File: config.mk
export PLATFORM = sky130hd
export DESIGN_NAME = fetch_decode_queue_flat
export DESIGN_NICKNAME = d
export VERILOG_FILES = /design/src/rtl/fetch_decode_queue_if.sv /design/src/rtl/fetch_decode_queue.sv /design/src/flat_wrapper.sv
export SDC_FILE = /design/constraint.sdc
export NUM_CORES = 1
export LEC_CHECK = 0
export BUFFER_PORTS_ARGS = -buffer_cell sky130_fd_sc_hd__clkbuf_2
export CORE_ASPECT_RATIO = 2
export CORE_MARGIN = 2
export CORE_UTILIZATION = 40
export DETAILED_ROUTE_END_ITERATION = 7
export HOLD_SLACK_MARGIN = 0.08
export PLACE_DENSITY = 0.6
export SYNTH_ARGS = -nofsm -noshare
export SYNTH_HDL_FRONTEND = slang
export SYNTH_SLANG_ARGS = --single-unit
File: constraint.sdc
create_clock -name clk -period 5.7 [get_ports clk]
set_input_delay 1.14 -clock clk [delete_from_list [all_inputs] [get_ports clk]]
set_output_delay 1.14 -clock clk [all_outputs]
set_load 0.01 [all_outputs]
File: src/rtl/fetch_decode_queue_if.sv
// rtl/fetch_decode_queue_if.sv - fetch-to-decode queue handshake bundle
interface fetch_decode_queue_if #(
   parameter int INSTR_W = 32,
   parameter int PC_W    = 32,
   parameter int DEPTH   = 4,
   parameter int CNT_W   = $clog2(DEPTH) + 1
);
   logic               push_valid;
   logic [INSTR_W-1:0] push_instr;
   logic [PC_W-1:0]    push_pcplus4;
   logic               push_ready;
   logic               pop_ready;
   logic               out_valid;
   logic [INSTR_W-1:0] out_instr;
   logic [PC_W-1:0]    out_pcplus4;
   logic [CNT_W-1:0]   count;
   logic               full;
   logic               empty;

   modport master (
      output push_valid, push_instr, push_pcplus4, pop_ready,
      input  push_ready, out_valid, out_instr, out_pcplus4, count, full, empty
   );

   modport slave (
      input  push_valid, push_instr, push_pcplus4, pop_ready,
      output push_ready, out_valid, out_instr, out_pcplus4, count, full, empty
   );
endinterface

File: src/rtl/fetch_decode_queue.sv
// rtl/fetch_decode_queue.sv - FWFT instruction queue between fetch and decode
module fetch_decode_queue #(
   parameter int INSTR_W = 32,
   parameter int PC_W    = 32,
   parameter int DEPTH   = 4,
   parameter int CNT_W   = $clog2(DEPTH) + 1
) (
   input  logic clk,
   input  logic reset,
   input  logic flush,
   fetch_decode_queue_if.slave q
);
   localparam int PTR_W = $clog2(DEPTH);
   localparam logic [CNT_W-1:0] FULL_CNT = CNT_W'(DEPTH);

   logic [PTR_W-1:0]   wp;
   logic [PTR_W-1:0]   rp;
   logic [CNT_W-1:0]   cnt;
   logic [INSTR_W-1:0] mem_instr [DEPTH];
   logic [PC_W-1:0]    mem_pc    [DEPTH];

   logic is_full;
   logic is_empty;
   logic do_push;
   logic do_pop;

   assign is_full  = (cnt == FULL_CNT);
   assign is_empty = (cnt == '0);

   // Flush wins over both sides; full refuses push even if a pop frees a slot.
   assign do_push = q.push_valid && !is_full  && !flush;
   assign do_pop  = q.pop_ready  && !is_empty && !flush;

   always_ff @(posedge clk or posedge reset) begin
      if (reset) begin
         wp  <= '0;
         rp  <= '0;
         cnt <= '0;
      end else if (flush) begin
         wp  <= '0;
         rp  <= '0;
         cnt <= '0;
      end else begin
         if (do_push) wp <= wp + 1'b1;
         if (do_pop)  rp <= rp + 1'b1;
         if (do_push && !do_pop)
            cnt <= cnt + 1'b1;
         else if (do_pop && !do_push)
            cnt <= cnt - 1'b1;
      end
   end

   // Storage is never reset; the empty gating below keeps stale or X data off the outputs.
   always_ff @(posedge clk) begin
      if (do_push) begin
         mem_instr[wp] <= q.push_instr;
         mem_pc[wp]    <= q.push_pcplus4;
      end
   end

   assign q.push_ready  = !is_full;
   assign q.out_valid   = !is_empty;
   assign q.out_instr   = is_empty ? '0 : mem_instr[rp];
   assign q.out_pcplus4 = is_empty ? '0 : mem_pc[rp];
   assign q.count       = cnt;
   assign q.full        = is_full;
   assign q.empty       = is_empty;
endmodule
File: src/flat_wrapper.sv
// flat-port wrapper written by rule: the top's interface ports become plain ports
module fetch_decode_queue_flat 
#(
   parameter int INSTR_W = 32,
   parameter int PC_W    = 32,
   parameter int DEPTH   = 4,
   parameter int CNT_W   = $clog2(DEPTH) + 1
)
  (clk, reset, flush, q_push_valid, q_push_instr, q_push_pcplus4, q_pop_ready, q_push_ready, q_out_valid, q_out_instr, q_out_pcplus4, q_count, q_full, q_empty);
  fetch_decode_queue_if #(.INSTR_W(INSTR_W), .PC_W(PC_W), .DEPTH(DEPTH), .CNT_W(CNT_W)) q_i ();
  input  logic clk;
  input  logic reset;
  input  logic flush;
  input wire logic [$bits(q_i.push_valid)-1:0] q_push_valid;
  input wire logic [$bits(q_i.push_instr)-1:0] q_push_instr;
  input wire logic [$bits(q_i.push_pcplus4)-1:0] q_push_pcplus4;
  input wire logic [$bits(q_i.pop_ready)-1:0] q_pop_ready;
  output wire logic [$bits(q_i.push_ready)-1:0] q_push_ready;
  output wire logic [$bits(q_i.out_valid)-1:0] q_out_valid;
  output wire logic [$bits(q_i.out_instr)-1:0] q_out_instr;
  output wire logic [$bits(q_i.out_pcplus4)-1:0] q_out_pcplus4;
  output wire logic [$bits(q_i.count)-1:0] q_count;
  output wire logic [$bits(q_i.full)-1:0] q_full;
  output wire logic [$bits(q_i.empty)-1:0] q_empty;
  assign q_i.push_valid = q_push_valid;
  assign q_i.push_instr = q_push_instr;
  assign q_i.push_pcplus4 = q_push_pcplus4;
  assign q_i.pop_ready = q_pop_ready;
  assign q_push_ready = q_i.push_ready;
  assign q_out_valid = q_i.out_valid;
  assign q_out_instr = q_i.out_instr;
  assign q_out_pcplus4 = q_i.out_pcplus4;
  assign q_count = q_i.count;
  assign q_full = q_i.full;
  assign q_empty = q_i.empty;
  fetch_decode_queue #(.INSTR_W(INSTR_W), .PC_W(PC_W), .DEPTH(DEPTH), .CNT_W(CNT_W)) u_core (.clk(clk), .reset(reset), .flush(flush), .q(q_i));
endmodule
---- Yosys cells after proc, flatten, opt, wreduce, memory -nomap -nowiden ----
Memory sizes are Yosys's and may differ from the RTL's.
Index checks and enable logic that the tools add are counted.
Widths: inputs -> output; s select.
operators by class
  eq/ne operators ......................... 1
  mux-type cells .......................... 11
  reductions and logical operators ........ 15
  $add $sub $neg .......................... 4
operators by type and width
  cell                 count
  $mux 32              2
  $mux 3               3
  $mux 2               4
  $logic_and 1x1->1    6
  $logic_not 1->1      5
  $add 2x1->2 const B  2
  $reduce_bool 2->1    2
  $add 3x1->3 const B  1
  $eq 3x3->1 const B   1
  $logic_not 3->1      1
  $reduce_bool 3->1    1
  $sub 3x1->3 const B  1
  $mux 1               2
storage, ports and cells
  word-level logic and storage cells ...... 36
  bits of input ports ..................... 69
  bits in writable memories ............... 256
  output and inout port bits .............. 71
  register bits ........................... 7
  memories ................................ 2
memory list
  name              words  bits a word  read ports  clocked after Yosys merged registers in  write ports  line                      text
  u_core.mem_instr  4      32           1           0                                        1            fetch_decode_queue.sv:19  logic [INSTR_W-1:0] mem_instr [DEPTH];
  u_core.mem_pc     4      32           1           0                                        1            fetch_decode_queue.sv:20  logic [PC_W-1:0] mem_pc [DEPTH];

---- Longest topological paths before layout ----
  depth after elaboration ................. 9
  gate-level depth with buffers ........... 9
  mapped depth without buffers ............ 8

---- Least setup slack after synthesis ----
No wires, ideal clock.
  kind .................................... input to register
  from .................................... input q_push_valid
  to ...................................... memory u_core.mem_instr[0][0], enable pin
  cell stages on the path ................. 4
  path buffers ............................ 1
  arrival time ............................ 3142 ps
  library setup time ...................... 429 ps
  slack ................................... 2129 ps
  data required time ...................... 5271 ps
  cell sequence ........................... buf_2 > inv_1 > nor3_2 > and2_1
on the way
  longest elaborated chain between the ends .. 4
ends and longest elaborated chain
  item                            line                      text
  from (decl)                     flat_wrapper.sv:14        input wire logic [$bits(q_i.push_valid)-1:0] q_push_valid;
  $logic_and 1x1->1 (2 in a row)  fetch_decode_queue.sv:31  assign do_push = q.push_valid && !is_full && !flush;
  $mux 1                          fetch_decode_queue.sv:55  if (do_push) begin
  $mux 1 (not written as such)    fetch_decode_queue.sv:56  mem_instr[wp] <= q.push_instr;
  to (decl)                       fetch_decode_queue.sv:19
Every way passes these cells.

---- Worst setup path in the final report ----
  from .................................... register u_core.rp[0]
  to ...................................... output q_out_instr[11]
on the way
  longest elaborated chain between the ends .. 2
ends and longest elaborated chain
  item                    line                      text
  from (decl)             fetch_decode_queue.sv:17  logic [PTR_W-1:0] rp;
  from (signal assigned)  fetch_decode_queue.sv:45  if (do_pop) rp <= rp + 1'b1;
  $mem_v2 4x32            n/a
  $mux 32                 fetch_decode_queue.sv:63  assign q.out_instr = is_empty ? '0 : mem_instr[rp];
  to (decl)               flat_wrapper.sv:20        output wire logic [$bits(q_i.out_instr)-1:0] q_out_instr;
Every way passes these cells.

==> run summary <==
Num CTS Buffers - 23
R2R Setup Slk - 3130 ps
Placed Area - 0.0112 sq mm
Worst Path Arrival - 2660 ps
Core area - 0.0251 sq mm
Netlist cell types - 36
LEAKAGE - 4.05 nW
Hold Vio Cnt, Final - 0
Cell Count, Final, Fillers Out - 964
Final Util - 47.5%
Met1 Usage GRT - 16.9%
Fin Hold WS - 538 ps
Final setup violation count - 0
Worst-path maximum fanout - 29
Area fraction in compound gates after synthesis - 1.16%
Synth top area share - 75.1%
Cells after synthesis - 470
Final-stage net count - 686
Reg power frac - 46.7%
Routed WL - 20.2 mm
PortBufs - 139
Via density - 5.10
Largest net degree at the start of global routing - 66
Hold WC Path Type - input pin to asynchronous set/reset pin
Post-route cell area - 0.0119 sq mm
Clock transition at path regs - 60 ps
Peak supply drop - 250 uV
FF-to-FF Start - u_core.q.count[0]
M2 GR Usage - 28.7%
Gate power share - 24.0%
YS warnings - 0
Die area - 0.0270 sq mm
Number of global-route vias before repair - 5,556
Clock power share - 29.3%
Post-route clock period utilization - 66.6%
WS Path Type - flop to output pin
Sw Share - 27.9%
Final Power - 4.96 mW
Synth Flop Type - edfxtp_1
DRT iter0 DRCs - 223
Max Clock Freq - 263 MHz
Width of the die - 117 um
Wirelength per Cell - 21.0 um
Biggest area consumer among synthesized cells - edfxtp_1
First-pass GRT wire length - 31.1 mm
Via count - 4,916
Worst R2R Path Depth - 8
Worst-Margin Slew - 1040 ps
Synth area leaders - edfxtp_1 75%, mux4_2 14%, nor2b_1 3.5%
Synth Net Count - 544
Post-cts sizing count - 0
Hold Buf Count CTS - 0
Syn-to-layout area delta - 16.6%
Post-Syn Area per Cell - 21.8 sq um
All-Layer GR Usage - 15.5%
Gpl congestion - 0.717
Post-CTS Setup Inserts - 0
Yosys reg bits - 263
CTS H-Tree Depth - 1
Met3 usage - 3.32%
Multiplexer share of the synthesized area - 14.2%
Clk root buf - clkbuf_16
Crit end category - output pin
Post-Place Cells - 923
Mapped Area - 0.0102 sq mm
Site Rows - 82
Number of I/O pins - 140
CTS tree - done
Critical path launch point type - flop
Post-synth ARST share - 2.66%
Internal power - 3.58 mW
Fin crit period - 3800 ps
Max Cap Violations - 0
DRC errors left - 0
Post-DP HPWL - 12.0 mm
Post-synthesis adder-cell area fraction - 0.684%
Fin. max-slew vios - 0
Max Root-Sink Buffers - 3
Clk_skew - 8.15 ps
Final TNS setup - 0 ps
Status - finished, final reports clean
N_diodes - 0
Post-synthesis xor/xnor area fraction - 0.257%
Final worst setup slack - 1900 ps
Final ANT Viol Nets - 0
GRT busiest layer - met2
Congestion Overflow GR - 0
Largest family of logic cells by synthesized area - multiplexers
Die Ht - 230 um
Post-synth EDFFs - 256
Initial core utilization - 40.7%
NetSw - 1.38 mW
Worst slack, placed - 2340 ps
Synth Area in Simple Gates - 5.10%
Clk sink count - 263
Proportion of layout cells with a drive suffix above 1 - 40.4%
TritonRoute pass-1 iters - 4
Latest clock arrival within the worst-skew pair - 520 ps
Sequential area share after synthesis - 76.8%
RSZ-0062 raised after global routing - false
Filler Cells Inserted - 2,119
Worst rel slew slack - 30.4%
R2R Path End - u_core.q.count[2]
WP data required - 4560 ps
P per Cell Area - 416 mW/mm^2
Initial antenna violation count - 2
## final cells by class
cell class | instances | area, sq um | share of cell area (%)
inverter | 9 | 33.8 | 0.283
timing repair buffer | 142 | 718 | 6.01
clock inverter | 11 | 58.8 | 0.492
clock buffer | 30 | 642 | 5.38
tap | 336 | 420 | 3.52
multi-input combinational | 173 | 2200 | 18.4
sequential | 263 | 7870 | 65.9
## cells in the final DEF, fill, tap and decap left out, types with 2 or more instances in the layout
cell type,instances
dfrtp_1,5
nand2_1,2
inv_1,8
clkinv_2,8
nor2_1,4
clkbuf_16,23
clkbuf_8,4
mux4_2,64
nor2b_1,57
a21oi_1,4
clkbuf_1,3
edfxtp_1,256
xor2_1,3
a211oi_1,2
dfrtp_4,2
and2_4,4
nand3_1,2
o21ai_0,2
and2b_1,7
o21a_1,2
ha_1,4
buf_4,3
clkbuf_2,139
clkinv_1,2
## flip-flops by register name, indices dropped and copies added, names as in the netlist
register and cells:
u_core.mem_instr 128, u_core.mem_pc 128, u_core.q.count 3, u_core.rp 2, u_core.wp 2
## critical path, cell delays in order (launching register included)
cell	delay [ps]
dfrtp_4	630
buf_4	580
mux4_2	620
nor2b_1	160
clkbuf_2	140
## Yosys cell counts (2+ instances only)
master / instances
nor2_1: 4
and2_1: 5
buf_2: 9
dfrtp_1: 7
buf_6: 5
inv_1: 8
ha_1: 4
o21ai_0: 2
buf_4: 3
o21a_1: 2
nor2b_1: 57
a21oi_1: 4
and2b_1: 7
xor2_1: 3
edfxtp_1: 256
nand3_1: 2
nand2_1: 2
clkbuf_1: 8
mux4_2: 64
a211oi_1: 2
## power by group through the flow
| stage | clock network (mW) | logic (mW) | registers [mW] |
|---|---|---|---|
| 6_report | 1.46 | 1.19 | 2.32 |
| 5_1_grt | 1.56 | 1.30 | 2.33 |
| 4_1_cts | 1.50 | 1.23 | 2.32 |
| 3_5_place_dp | 0 | 1.23 | 2.36 |
| 3_3_place_gp | 0 | 1.21 | 2.35 |
| 2_1_floorplan | 0 | 0.850 | 2.29 |
## worst max path at each step
stage | end | from | slack, ps
floorplan | u_core.mem_instr[0][0] | q_push_valid | 2130
global placement | q_out_instr[10] | u_core.rp[0] | 2360
detailed placement | q_out_instr[10] | u_core.rp[0] | 2340
CTS | q_out_instr[10] | u_core.rp[0] | 1770
global route | q_out_instr[10] | u_core.rp[0] | 1700
finish | q_out_instr[11] | u_core.rp[0] | 1900
## kinds of logic (layout without fill, tap and decap cells)
group / Yosys count / in the layout
AO/OA/AOI/OAI: 17 / 17
AND/OR/NAND/NOR: 83 / 83
adder cells (fa/ha/maj): 5 / 5
XOR/XNOR: 3 / 3
buffers and inverters: 34 / 192
multiplexers: 65 / 65
flip-flops: 263 / 263
## routing by layer
layer	wire length [um]	share of wire, %
met4	528	2.6
met3	1080	5.3
met2	11300	56
met1	7270	36
met5	29	0.14
(Power assumes the default switching activity.)
